File: src/rtl/stopwatch_pkg.sv
// Shared constants for the minutes:seconds stopwatch: wrap limit, active-low
// 7-segment digit codes and one-hot active-low anode patterns.
package stopwatch_pkg;

  localparam int MAX_VAL = 59;

  // Segment order is {g,f,e,d,c,b,a}, a lit segment is 0
  localparam logic [6:0] SEG_D0    = 7'b1000000;
  localparam logic [6:0] SEG_D1    = 7'b1111001;
  localparam logic [6:0] SEG_D2    = 7'b0100100;
  localparam logic [6:0] SEG_D3    = 7'b0110000;
  localparam logic [6:0] SEG_D4    = 7'b0011001;
  localparam logic [6:0] SEG_D5    = 7'b0010010;
  localparam logic [6:0] SEG_D6    = 7'b0000010;
  localparam logic [6:0] SEG_D7    = 7'b1111000;
  localparam logic [6:0] SEG_D8    = 7'b0000000;
  localparam logic [6:0] SEG_D9    = 7'b0010000;
  localparam logic [6:0] SEG_BLANK = 7'b1111111;

  localparam logic [3:0] AN_DIG0 = 4'b1110;
  localparam logic [3:0] AN_DIG1 = 4'b1101;
  localparam logic [3:0] AN_DIG2 = 4'b1011;
  localparam logic [3:0] AN_DIG3 = 4'b0111;

  function automatic logic [6:0] seg_encode(input logic [3:0] digit);
    logic [6:0] code;
    case (digit)
      4'd0:    code = SEG_D0;
      4'd1:    code = SEG_D1;
      4'd2:    code = SEG_D2;
      4'd3:    code = SEG_D3;
      4'd4:    code = SEG_D4;
      4'd5:    code = SEG_D5;
      4'd6:    code = SEG_D6;
      4'd7:    code = SEG_D7;
      4'd8:    code = SEG_D8;
      4'd9:    code = SEG_D9;
      default: code = SEG_BLANK;
    endcase
    return code;
  endfunction

endpackage

File: src/rtl/stopwatch_core_tick_sync.sv
// Brings a slow square wave into the sys_clk domain as data and produces a
// one-cycle rising-edge pulse plus the synchronized level.
module tick_sync #(
  parameter int STAGES = 2
) (
  input  logic sys_clk,
  input  logic rst,
  input  logic din,
  output logic pulse,
  output logic level
);

  logic [STAGES-1:0] sync_reg;
  logic [STAGES-1:0] vld_reg;
  logic              prev_reg;
  logic              prev_vld_reg;
  logic              pulse_reg;

  // vld_reg tracks when the chain holds real samples; an input already high
  // out of reset is then taken as the starting level, not as an edge.
  always_ff @(posedge sys_clk or posedge rst) begin
    if (rst) begin
      sync_reg     <= '0;
      vld_reg      <= '0;
      prev_reg     <= 1'b0;
      prev_vld_reg <= 1'b0;
      pulse_reg    <= 1'b0;
    end else begin
      sync_reg[0] <= din;
      vld_reg[0]  <= 1'b1;
      for (int i = 1; i < STAGES; i++) begin
        sync_reg[i] <= sync_reg[i-1];
        vld_reg[i]  <= vld_reg[i-1];
      end
      prev_reg     <= sync_reg[STAGES-1];
      prev_vld_reg <= vld_reg[STAGES-1];
      pulse_reg    <= sync_reg[STAGES-1] & ~prev_reg & prev_vld_reg;
    end
  end

  assign pulse = pulse_reg;
  assign level = sync_reg[STAGES-1];

endmodule

File: src/rtl/stopwatch_core.sv
// Minutes:seconds stopwatch with pause, per-field adjust and a 4-digit
// multiplexed active-low 7-segment display, all in the sys_clk domain.
module stopwatch_core #(
  parameter int MAX_VAL     = stopwatch_pkg::MAX_VAL,
  parameter int SYNC_STAGES = 2
) (
  input  logic       sys_clk,
  input  logic       rst,
  input  logic       onehz_clk,
  input  logic       twohz_clk,
  input  logic       faster_clk,
  input  logic       blinker_clk,
  input  logic       pause_pulse,
  input  logic       adj,
  input  logic       sel,
  output logic [5:0] minutes,
  output logic [5:0] seconds,
  output logic [3:0] an,
  output logic [6:0] seg
);

  import stopwatch_pkg::*;

  localparam logic [5:0] LIMIT = 6'(MAX_VAL);

  logic [3:0] raw_vec;
  logic [3:0] pulse_vec;
  logic [3:0] level_vec;
  logic       one_tick, two_tick, fast_tick, blink_lvl;
  logic       unused_taps;

  assign raw_vec = {blinker_clk, faster_clk, twohz_clk, onehz_clk};

  generate
    for (genvar gi = 0; gi < 4; gi++) begin : g_sync
      tick_sync #(.STAGES(SYNC_STAGES)) u_sync (
        .sys_clk(sys_clk),
        .rst    (rst),
        .din    (raw_vec[gi]),
        .pulse  (pulse_vec[gi]),
        .level  (level_vec[gi])
      );
    end
  endgenerate

  assign one_tick    = pulse_vec[0];
  assign two_tick    = pulse_vec[1];
  assign fast_tick   = pulse_vec[2];
  assign blink_lvl   = level_vec[3];
  assign unused_taps = &{level_vec[2:0], pulse_vec[3]};

  logic [5:0] min_reg, min_next;
  logic [5:0] sec_reg, sec_next;
  logic       paused_reg;
  logic [1:0] scan_reg;

  function automatic logic [5:0] wrap_inc(input logic [5:0] v);
    return (v >= LIMIT) ? 6'd0 : v + 6'd1;
  endfunction

  // Adjust has priority over counting, so one_tick is dropped while adj=1
  always_comb begin
    min_next = min_reg;
    sec_next = sec_reg;
    if (adj) begin
      if (two_tick) begin
        if (sel) sec_next = wrap_inc(sec_reg);
        else     min_next = wrap_inc(min_reg);
      end
    end else if (one_tick && !paused_reg) begin
      sec_next = wrap_inc(sec_reg);
      if (sec_reg >= LIMIT) min_next = wrap_inc(min_reg);
    end
  end

  always_ff @(posedge sys_clk or posedge rst) begin
    if (rst) begin
      min_reg    <= '0;
      sec_reg    <= '0;
      paused_reg <= 1'b0;
      scan_reg   <= '0;
    end else begin
      min_reg <= min_next;
      sec_reg <= sec_next;
      if (pause_pulse) paused_reg <= ~paused_reg;
      if (fast_tick)   scan_reg   <= scan_reg + 2'd1;
    end
  end

  assign minutes = min_reg;
  assign seconds = sec_reg;

  logic [5:0] field_val;
  logic [3:0] tens, ones, digit;
  logic       blank;

  always_comb begin
    field_val = scan_reg[1] ? min_reg : sec_reg;
    tens      = 4'd0;
    if      (field_val >= 6'd60) tens = 4'd6;
    else if (field_val >= 6'd50) tens = 4'd5;
    else if (field_val >= 6'd40) tens = 4'd4;
    else if (field_val >= 6'd30) tens = 4'd3;
    else if (field_val >= 6'd20) tens = 4'd2;
    else if (field_val >= 6'd10) tens = 4'd1;
    ones  = 4'(field_val - 6'(tens) * 6'd10);
    digit = scan_reg[0] ? tens : ones;
    // Blank the field being adjusted: minutes when sel=0, seconds when sel=1
    blank = adj && blink_lvl && (scan_reg[1] != sel);
    seg   = blank ? SEG_BLANK : seg_encode(digit);
  end

  always_comb begin
    case (scan_reg)
      2'd0:    an = AN_DIG0;
      2'd1:    an = AN_DIG1;
      2'd2:    an = AN_DIG2;
      default: an = AN_DIG3;
    endcase
  end

endmodule
File: config.mk
export PLATFORM = sky130hd
export DESIGN_NAME = stopwatch_core
export DESIGN_NICKNAME = d
export VERILOG_FILES = /design/src/rtl/stopwatch_pkg.sv /design/src/rtl/stopwatch_core_tick_sync.sv /design/src/rtl/stopwatch_core.sv
export SDC_FILE = /design/constraint.sdc
export NUM_CORES = 1
export LEC_CHECK = 0
export ABC_CLOCK_PERIOD_IN_PS = 6200
export CAP_MARGIN = 20
export CORE_MARGIN = 2
export CORE_UTILIZATION = 60
export DETAILED_ROUTE_END_ITERATION = 7
export DONT_BUFFER_PORTS = 1
export GPL_TIMING_DRIVEN = 0
export PLACE_DENSITY = 0.84
export SETUP_SLACK_MARGIN = 0.2
export SYNTH_ARGS = -nofsm -noshare
export SYNTH_HDL_FRONTEND = slang
export SYNTH_HIERARCHICAL = 1
export SYNTH_SLANG_ARGS = --single-unit
export TNS_END_PERCENT = 5
File: constraint.sdc
create_clock -name sys_clk -period 6.2 [get_ports sys_clk]
set_input_delay 0 -clock sys_clk [delete_from_list [all_inputs] [get_ports sys_clk]]
set_output_delay 0 -clock sys_clk [all_outputs]
set_load 0.05 [all_outputs]
**Word-level counts from Yosys, hierarchy flattened**

Memory sizes are Yosys's and may differ from the RTL's.
Cells that the tools add are included.

- $add $sub $neg: 4
- Multiply operators: 1
- Divide/modulo/power cells: 0
- Order comparisons: 8
- Equal/unequal tests: 6
- Shifts and indexed selects: 0
- Muxes and demuxes: 21
- Bitwise operators: 10
- Reductions and logical operators: 9

Operator list:

| operator | count |
|---|---|
| 6-bit two-way mux | 12 |
| 6-bit >= comparator (second input constant) | 5 |
| 6-bit by 1-bit adder with 6-bit output (second input constant) | 2 |
| 6-bit by 5-bit >= comparator with 1-bit output (second input constant) | 2 |
| 4-bit one-hot mux with 3 select lines | 1 |
| 3-bit two-way mux | 3 |
| 7-bit two-way mux | 1 |
| 1-bit AND | 6 |
| 6-bit by 4-bit >= comparator with 1-bit output (second input constant) | 1 |
| 2-bit two-way mux | 2 |
| 4-bit two-way mux | 1 |
| 2-bit by 1-bit != test with 1-bit output (second input constant) | 2 |
| 1-bit NOT | 4 |
| 4-bit AND reduction | 1 |
| 2-bit nonzero test | 2 |
| 4-bit subtractor | 1 |
| 1-bit logical AND | 3 |
| 3-bit by 3-bit multiplier with 3-bit output (second input constant) | 1 |
| 3-bit AND reduction | 1 |
| 2-bit by 1-bit adder with 2-bit output (second input constant) | 1 |
| 2-bit by 1-bit equality test with 1-bit output (second input constant) | 1 |
| 2-bit equality test (second input constant) | 1 |
| 2-bit zero test | 1 |
| 2-bit != test (second input constant) | 1 |
| 3 further kinds | 3 |

- Register bits after elaboration: 38
- Latch bits: 0
- Memory bits (writable): 0
- ROM bits: 112
- Word-level logic and storage cells: 80
- Memories: 1

Memory list:

| memory | words | width | read ports | clocked after memory_dff | write ports | line | RTL |
|---|---|---|---|---|---|---|---|
| (no name shown) | 16 | 7 | 1 | 0 | 0 | stopwatch_pkg.sv:27 | `case (digit)` |

**Logic depth before layout (Yosys ltp)**

An unclocked memory read counts as a cell.

- Depth after elaboration: 13
- Mapped depth: 14
- Mapped depth without buffers: 13

**Hierarchy**

The synthesis kept the hierarchy.

Modules (own cells, without submodules):

| module | times used | cells an instance | area an instance (µm²) | seq. area each (µm²) |
|---|---|---|---|---|
| stopwatch_core | 1 | 162 | 1436.4 | 375.4 |
| tick_sync | 4 | 10 | 191.4 | 175.2 |

**Worst setup path after synthesis**

Ideal clock, no wire load.

- Path kind: reg-to-output
- Start: register sec_reg[3], in the netlist seconds[3]
- End: output seg[6]
- Arrival time: 3.823 ns
- Required time: 6.200 ns
- Setup slack: 2.377 ns
- Cell stages (with the launch flop): 12
- Path buffers: 0
- Path through: dfrtp_1 > mux2i_2 > nand2_1 > o41ai_2 > nor3_1 > ha_1 > fa_1 > a211oi_1 > a311oi_1 > a211o_2 > o21bai_1 > o21ai_1

- Word-level cells in the longest chain between the ends: 13
- Elaborated cells on any way between the ends: 18
- Those cells by class: 1 x add/sub; 1 x mul; 6 x order compare; 9 x mux; 1 x memory

Ends and longest elaborated chain:

| item | line | RTL |
|---|---|---|
| from (decl) | stopwatch_core.sv:53 | `logic [5:0] sec_reg, sec_next;` |
| from (signal assigned) | stopwatch_core.sv:84 | `sec_reg <= sec_next;` |
| 6-bit two-way mux (*) | stopwatch_core.sv:98 | `field_val = scan_reg[1] ? min_reg : sec_reg;` |
| 6-bit by 4-bit >= comparator with 1-bit output | stopwatch_core.sv:105 | `else if (field_val >= 6'd10) tens = 4'd1;` |
| 1-bit two-way mux | stopwatch_core.sv:105 |  |
| 2-bit two-way mux | stopwatch_core.sv:104 | `else if (field_val >= 6'd20) tens = 4'd2;` |
| 2-bit two-way mux | stopwatch_core.sv:103 | `else if (field_val >= 6'd30) tens = 4'd3;` |
| 3-bit two-way mux | stopwatch_core.sv:102 | `else if (field_val >= 6'd40) tens = 4'd4;` |
| 3-bit two-way mux | stopwatch_core.sv:101 | `else if (field_val >= 6'd50) tens = 4'd5;` |
| 3-bit two-way mux | stopwatch_core.sv:100 | `if (field_val >= 6'd60) tens = 4'd6;` |
| 3-bit by 3-bit multiplier with 3-bit output | stopwatch_core.sv:106 | `ones = 4'(field_val - 6'(tens) * 6'd10);` |
| 4-bit subtractor | stopwatch_core.sv:106 |  |
| 4-bit two-way mux (*) | stopwatch_core.sv:107 | `digit = scan_reg[0] ? tens : ones;` |
| memory read 16 x 7 bit (*) | - |  |
| 7-bit two-way mux (*) | stopwatch_core.sv:110 | `seg = blank ? SEG_BLANK : seg_encode(digit);` |
| to (decl) | stopwatch_core.sv:19 | `output logic [6:0] seg` |

Every way passes the cells marked *; elsewhere a longest branch is shown, timed or not.

**Worst setup path in the final report**

Same ends and word-level chain as after synthesis.

==> run metrics <==
Crit path arrival time 4.65 ns; fmax 215.1 MHz; Largest register FFs 8; Synthesized Nets 217; commonest non-fill, non-tap cell in the layout dfrtp_1; GR Overflow Total 0; Worst Max-Slew Pin Slew 0.9829 ns; Post-Synthesis Cells 195; busiest grt layer met2; Slowest cell on crit path o21ai_1; Setup CP Type flip-flop to primary output; Setup violations, final 0; WL/cell 16.11 um; DR pass1 iterations 6; CTS resizes 0; RSZ-0062 raised after global routing no; GRT Overall Usage 0.2303; DPL Wire Length 3069 um; PortBufs 0; Syn Area/Cell 10.59 um^2; Worst Path Required 6.20 ns; Final Worst Setup Slack 1.552 ns; Die W 62.66 um; num ports 32; initial antenna violation count 0; fin area 2313 um^2; number of CTS-inserted buffers 5; final hold violation count 0; most frequent cells in the layout dfrtp_1, inv_1, nor2_1; Post-Route WL 4141 um; DP Worst Slack 2.006 ns; core box area 3311 um^2; CTS tree yes; largest net degree at the start of global routing 16; Tmin final 4.648 ns; yosys warns 6; status finished clean; met2 usage 0.4167; Fin Setup TNS 0 ns; global-route wire length before repair 7231 um; depth of the CTS H-tree 2; Starting DRT DRC Count 105; NumNets Final 232; die area 3926 um^2; DIE HEIGHT 62.66 um; ANT cells 0; Setup Skew 0.01186 ns; CP Capture Type primary output; Max-slew headroom 0.3404; final critical-path share of the clock period 0.7497; GRT met1 Usage 0.2721; max-slew violations 0; Peak VDD IR 0.2460 mV; crit-path max FO 8; pwr/cell area 473.9 nW/um^2; Placer Congestion 0.8926; Post-CTS Setup Bufs 0; CP peak stage delay 0.76 ns; number of max-cap violations 0; crit-path cells mux2i_2, nand2_1, o41ai_2, nor3_1, ha_1, fa_1, a211oi_1, a311oi_1, a211o_2, o21bai_1, o21ai_1; Syn Std Cell Area 2064 um^2; share of cells above drive strength 1 0.1422; clock buffer depth 2; vias per cell 6.093; static leakage 1.054 nW; placed standard-cell area 2122 um^2; Remaining DRCs 0; worst min-delay path category primary input to async pin; Initial Utilization 0.6236; CTS Sinks 38; Synth-to-Final Area Change 12.06%; startpoint types flip-flop; Clk pin slew, worst setup/hold paths 0.12 ns; vias in the first global route 1,595; clk_lat worst skew 0.34 ns; Via Count 1,566; Rows 21; met3 Usage GRT 0.06126; Routed Antenna Nets 0; Root Driver clkbuf_4
## layout make-up
| class | count | area, um^2 |
|---|---|---|
| multi-input cells | 137 | 1031 |
| fillers | 252 | 997.2 |
| flip-flops and latches | 38 | 950.9 |
| repair buffers | 8 | 80.08 |
| inverters | 18 | 67.56 |
| clock inverters | 2 | 60.06 |
| well taps | 46 | 57.56 |
| clock buffers | 6 | 51.30 |
| plain buffers | 2 | 15.01 |
## layer usage
layer  share of wire  wire (um)  vias up
li1                -          -      718
met1            0.39       1635      784
met2            0.53       2199       59
met3           0.063        259        5
met4           0.011         46        0
met5               0          0        -
## critical path: cells and delay by family (launching register included)
family,cells,cell delay [ns]
fa+ha+maj,2,0.71
simple gates,2,0.29
mux,1,0.45
flops,1,0.67
compound gates,6,2.17
## power breakdown
part	switching [mW]	leakage, nW	internal [mW]
sequential	0.0929	0.469	0.278
clock	0.0789	0.0585	0.137
combinational	0.367	0.526	0.143
total	0.539	1.05	0.558
## final timing paths
| check | cells past startpoint | startpoint | slack [ns] | to |
|---|---|---|---|---|
| setup / recovery | 11 | seconds[3] | 1.55 | seg[6] |
| hold / removal | 2 | rst | 0.03 | g_sync[3].u_sync/sync_reg[1] |
| setup reg to reg | 7 | seconds[1] | 3.61 | minutes[4] |
| hold reg to reg | 0 | g_sync[0].u_sync/sync_reg[0] | 0.36 | g_sync[0].u_sync/sync_reg[1] |
| max in group asynchronous | 2 | rst | 5.58 | seconds[2] |
| min in group sys_clk | 2 | adj | 0.09 | seconds[3] |
## timing repair
action / 4_1_cts / 5_1_grt
setup endpoints to repair: 0 / 0
endpoints found under the hold margin: 44 / 0
hold buffers: 8 / 0
## stage by stage
stage / util / hold WS (ns) / power [mW] / std cells
floorplan: - / -0.2588 / 0.8045 / 195
global placement: 0.6410 / -0.2534 / 0.8554 / 241
detailed placement: 0.6410 / -0.2489 / 0.8768 / 241
CTS: 0.6988 / 0.02038 / 1.099 / 257
global route: 0.6988 / 0.02481 / 1.157 / 257
finish: 0.6988 / 0.03111 / 1.096 / 257
Power figures use the tool's default switching activity.
